## src/rtl/encoder_nbit_seq.sv

```systemverilog
// encoder_nbit_seq: captures a 2**N-bit request vector and emits each set-bit index, lowest first, one per valid&ready handshake; ports clk, reset, load, d, ready -> a, valid, busy, done, count
module encoder_nbit_seq #(
  parameter int N = 3
) (
  input  logic                clk,
  input  logic                reset,
  input  logic                load,
  input  logic [(1<<N)-1:0]   d,
  input  logic                ready,
  output logic [N-1:0]        a,
  output logic                valid,
  output logic                busy,
  output logic                done,
  output logic [N:0]          count
);
  localparam int W = 1 << N;
  typedef enum logic {IDLE, SCAN} state_t;
  state_t state, nxt;
  logic [W-1:0] pend, rem;
  logic accept, cap;
  function automatic logic [N-1:0] lowest(input logic [W-1:0] v);
    lowest = '0;
    for (int i = W - 1; i >= 0; i--) if (v[i]) lowest = i[N-1:0];
  endfunction
  function automatic logic [N:0] popcount(input logic [W-1:0] v);
    popcount = '0;
    for (int i = 0; i < W; i++) popcount = popcount + {{N{1'b0}}, v[i]};
  endfunction
  assign accept = state == SCAN && ready;
  assign cap = state == IDLE && load;
  assign rem = pend & ~(W'(1) << a);
  always_ff @(posedge clk)
    if (reset) state <= IDLE;
    else state <= nxt;
  always_comb begin
    nxt = state;
    if (cap && d != '0) nxt = SCAN;
    if (accept && rem == '0) nxt = IDLE;
  end
  always_comb begin
    valid = state == SCAN;
    busy = state == SCAN;
  end
  always_ff @(posedge clk)
    if (reset) begin
      pend <= '0;
      a <= '0;
      count <= '0;
      done <= 1'b0;
    end else begin
      done <= 1'b0;
      if (cap) begin
        pend <= d;
        a <= lowest(d);
        count <= popcount(d);
        done <= d == '0;
      end else if (accept) begin
        pend <= rem;
        a <= lowest(rem);
        count <= rem == '0 ? '0 : count - (N+1)'(1);
        done <= rem == '0;
      end
    end
endmodule

```

## config.mk

```make
export PLATFORM = sky130hd
export DESIGN_NAME = encoder_nbit_seq
export DESIGN_NICKNAME = d
export VERILOG_FILES = /design/src/rtl/encoder_nbit_seq.sv
export SDC_FILE = /design/constraint.sdc
export NUM_CORES = 1
export LEC_CHECK = 0
export ABC_AREA = 1
export BUFFER_PORTS_ARGS = -buffer_cell sky130_fd_sc_hd__buf_2
export CAP_MARGIN = 25
export CORE_MARGIN = 1
export CORE_UTILIZATION = 54
export DETAILED_ROUTE_END_ITERATION = 10
export HOLD_SLACK_MARGIN = 0.05
export PLACE_DENSITY = 0.78
export SYNTH_ARGS = -nofsm -noshare
export SYNTH_HDL_FRONTEND = slang
export SYNTH_SLANG_ARGS = --single-unit
```

## constraint.sdc

```tcl
create_clock -name clk -period 3.9 [get_ports clk]
set_input_delay 0.585 -clock clk [delete_from_list [all_inputs] [get_ports clk]]
set_output_delay 0.585 -clock clk [all_outputs]
set_load 0.01 [all_outputs]
```

* Word-level counts from Yosys, hierarchy flattened *
Cells that the tools add are included.

storage, ports and cells
  logic and storage cells = 51
  output and inout port bits = 10
  input bits = 12
  register bits = 17

operators by class
  muxes and demuxes = 25
  $add $sub $neg = 8
  reduce and logical (&&, ||, !) cells = 9
  shift operators = 1
  bitwise operators = 3

operator list
  cell                 number
  $mux 3               18
  $add 4x1->4          4
  $logic_not 8->1      2
  $mux 8               2
  $mux 4               3
  $and 8x8->8          1
  $not 8->8            1
  $reduce_bool 8->1    1
  $shl 1x3->8 const A  1
  $add 3x1->4          1
  $logic_and 1x1->1    4
  $sub 4x1->4 const B  1
  $add 2x1->3          1
  $add 1x1->2          1
  $mux 1               2
  $reduce_bool 2->1    1
  $reduce_or 2->1      1
  $not 1->1            1

* Logic depth before layout (Yosys ltp) *
  depth after elaboration = 13
  gate-level depth with buffers = 12
  depth with buffers taken out = 12

* Least setup slack after synthesis *
Ideal clock, no wire load.

  path kind = input to register
  start = input port d[0]
  end = register count[1]
  slack = 0.671 ns
  stages = 10
  setup time = 0.074 ns
  data required time = 3.826 ns
  buffers on the path = 0
  arrival = 3.155 ns
  cells stage by stage = fa_1 -> inv_1 -> fa_1 -> fa_1 -> inv_1 -> ha_1 -> inv_1 -> fa_1 -> or2_2 -> a31oi_1

on the way
  cells in the longest elaborated chain, start to end = 8

ends and longest elaborated chain
  element                    line  text
  from (decl)                8     input logic [(1<<N)-1:0] d,
  $add 1x1->2                27    for (int i = 0; i < W; i++) popcount = popcount + {{N{1'b0}}, v[i]};
  $add 2x1->3                27
  $add 3x1->4                27
  $add 4x1->4 (4 in series)  27
  $mux 4                     52    if (cap) begin
  to (signal assigned)       55    count <= popcount(d);
  to (signal assigned)       60    count <= rem == '0 ? '0 : count - (N+1)'(1);
  to (decl)                  14    output logic [N:0] count

Every way passes these cells.
A chain may end at the register's enable or synchronous reset.

* Worst setup path in the final report *
  start = input port d[0]
  end = register count[2]

The elaborated chain is that of the path after synthesis.

==> results_dict.tcl <==
set metrics [dict create \
    cts_buffers 3 \
    layout-drive-gt1-share_pct 21.4 \
    synth_adder_area_share_pct 11.8 \
    timing.final.crit_share_pct 81.3 \
    path_buf_inv 5 \
    fin_crit_ns 3.17 \
    stdcell_area_mm2 0.00135 \
    drc_errors 0 \
    dr_wl_met3_um 150 \
    synth-simple-area-share_pct 24.8 \
    syn-mean-instance-area_um2 7.02 \
    worstMarginPinSlew_ns 0.664 \
    dp_slack_ns 0.403 \
    synthArstFlopShare_pct 0 \
    skew_ns 0.00421 \
    wl_met2_um 1340 \
    crit_chain "buf_2, fa_1, inv_1, fa_1, fa_1, inv_1, ha_1, inv_1, fa_1, xor2_1, o21ai_0, inv_1, a21oi_1" \
    maxCapViolCount 0 \
    hold_depth 2 \
    top_layer "met4" \
    coreArea_mm2 0.00202 \
    crit_arrival_ns 3.39 \
    fin_ws_ns 0.729 \
    crit_required_ns 4.12 \
    clock_latency_ns 0.29 \
    grt_max_degree 23 \
    wl_met1_um 1410 \
    place.gp.congestion 0.869 \
    cts-root-buf "clkbuf_4" \
    grtUsageTotal_pct 27.6 \
    hold_buffers 0 \
    p_sw_w 0.000213 \
    synth_top_family_by_area "simple AND/OR/NAND/NOR gates" \
    synth_seq_cells 17 \
    synth_top_area_share_pct 28.2 \
    clkPwrFrac_pct 18.0 \
    routedWlPerCell_um 13.3 \
    slew_viol_final 0 \
    crit_path_end_kind "register" \
    comb_power_share_pct 41.0 \
    grt_pass1_vias 1163 \
    p_sw_share_pct 39.9 \
    setup_tns_ns 0 \
    synth_edf_count 0 \
    synth_warnings 0 \
    dieArea_mm2 0.00243 \
    final_cell_mix "28 x nand2_1, 23 x inv_1, 21 x buf_2" \
    hold_viol_final 0 \
    cts_setup_buffers 0 \
    final_common_cell "nand2_1" \
    n_antenna_cell 0 \
    rsz0062_at_grt "no" \
    hpwlAfterDp_um 2240 \
    path_depth 13 \
    cts.sinks 17 \
    reg2reg_depth 6 \
    clk_path_buf_depth 2 \
    cts_resized 0 \
    fp.dieH_um 49.3 \
    path_delay_family "adder cells" \
    p_int_w 0.000321 \
    cts_max_level 1 \
    max_stage_delay_ns 0.54 \
    crit_slowest_cell "fa_1" \
    grt_pass1_wl_um 5110 \
    syn_inst 172 \
    cellPowerDensity_mw_per_mm2 396 \
    synth_top_cell_by_area "dfxtp_1" \
    relSlewSlack_pct 55.6 \
    io-pin-count 22 \
    seqPwrFrac_pct 40.9 \
    drtIter0Drc 53 \
    routed_via_density 5.50 \
    synth-compound-area-share_pct 24.4 \
    tritoncts "yes" \
    synth_mux_area_share_pct 0 \
    vdd_drop_max_mv 0.291 \
    min_path_type "register to register" \
    synth_ff_type "dfxtp_1" \
    area_growth_syn_to_layout_pct 11.6 \
    gr-total-overflow 0 \
    yosys-top-cells-area "dfxtp_1 28%, nand2_1 8.7%, a21oi_1 7.9%" \
    layout.nets 214 \
    synth_cell_types 31 \
    finalSetupViolations 0 \
    netlist_area_mm2 0.00121 \
    ff2ff_setup_slack_ns 2.03 \
    first_pass_iters 4 \
    p_leak_nw 0.659 \
    synth-xor-area-share_pct 0.725 \
    antenna_left 0 \
    start_util_pct 59.7 \
    critical_path_class "input pin to register" \
    syn-num-nets 193 \
    ys_seq_area_share_pct 28.2 \
    crit_fanout 4 \
    drt-total-wl_um 2920 \
    clk_pin_slew_ns 0.10 \
    placed_cell_area_mm2 0.00132 \
    crit_path_start_kind "input pin" \
    antenna_found_initial 0 \
    num_rows 16 \
    die_w_um 49.3 \
    vias 1204 \
    fin_util_pct 66.6 \
    port_buffers 21 \
    fmax_mhz 315 \
    status "completed" \
]
power groups by stage:
| stage | sequential [W] | combinational, W | clock [W] |
|---|---|---|---|
| final | 0.000219 | 0.000219 | 0.0000964 |
| after detailed placement | 0.000222 | 0.000217 | 0 |
| after global placement | 0.000221 | 0.000211 | 0 |
| after CTS | 0.000218 | 0.000219 | 0.0000987 |
| after floorplan | 0.000224 | 0.000158 | 0 |
| after global routing | 0.000223 | 0.000251 | 0.000104 |
logic make-up (layout without fill, tap and decap cells):
logic type	count (synthesis)	in the layout
buffers and inverters	31	51
AND/OR/NAND/NOR	63	63
flip-flops	17	17
AO/OA/AOI/OAI	51	51
XOR/XNOR	1	1
adder cells (fa/ha/maj)	9	9
path summary, 6_finish.rpt:
kind           start       end
min          pend[1]   pend[1]
max reg2reg     busy      a[2]
min reg2reg  pend[1]   pend[1]
max             d[0]  count[2]
metal layers:
metal | GRT usage (%) | vias to the layer above
met5 | 0 | -
met1 | 36.3 | 550
met3 | 5.61 | 2
met4 | 9.31 | 0
met2 | 44.5 | 38
li1 | - | 614
worst register-to-register path: cells and delay by family (launching register included):
family          cells  cell delay, ns
compound gates      2            0.35
simple gates        2            0.74
flops               1            0.34
buf+inv             2            0.33
synthesized netlist by cell type, types with 2 or more instances:
cell type and instances:
clkbuf_1 2, fa_1 4, nand3_1 10, nand2_1 28, nand3b_1 2, inv_2 2, buf_2 2, inv_1 23
nor3_1 2, a21oi_1 19, o21ai_0 19, nor2_1 9, ha_1 5, nand2_2 8, dfxtp_1 17, a31oi_1 4
o21ai_1 2
per-stage QoR:
step	std cells	hold WS, ns	total power, W
6_report	219	0.492	0.000534
5_1_grt	219	0.516	0.000578
4_1_cts	219	0.486	0.000536
3_5_place_dp	215	0.471	0.000440
3_3_place_gp	215	0.477	0.000431
2_1_floorplan	172	0.451	0.000382
registers in the layout, indices dropped and copies added (netlist names):
register / cells
count: 4
busy: 1
done: 1
a: 3
pend: 8
final cells by class:
type | instances | area [um2]
Timing Repair Buffer | 21 | 105
Sequential cell | 17 | 340
Inverter | 26 | 97.6
Fill cell | 199 | 674
Tap cell | 27 | 33.8
Multi-Input combinational cell | 124 | 744
Clock buffer | 4 | 26.3
No activity file was read; power rests on OpenSTA's default activity.
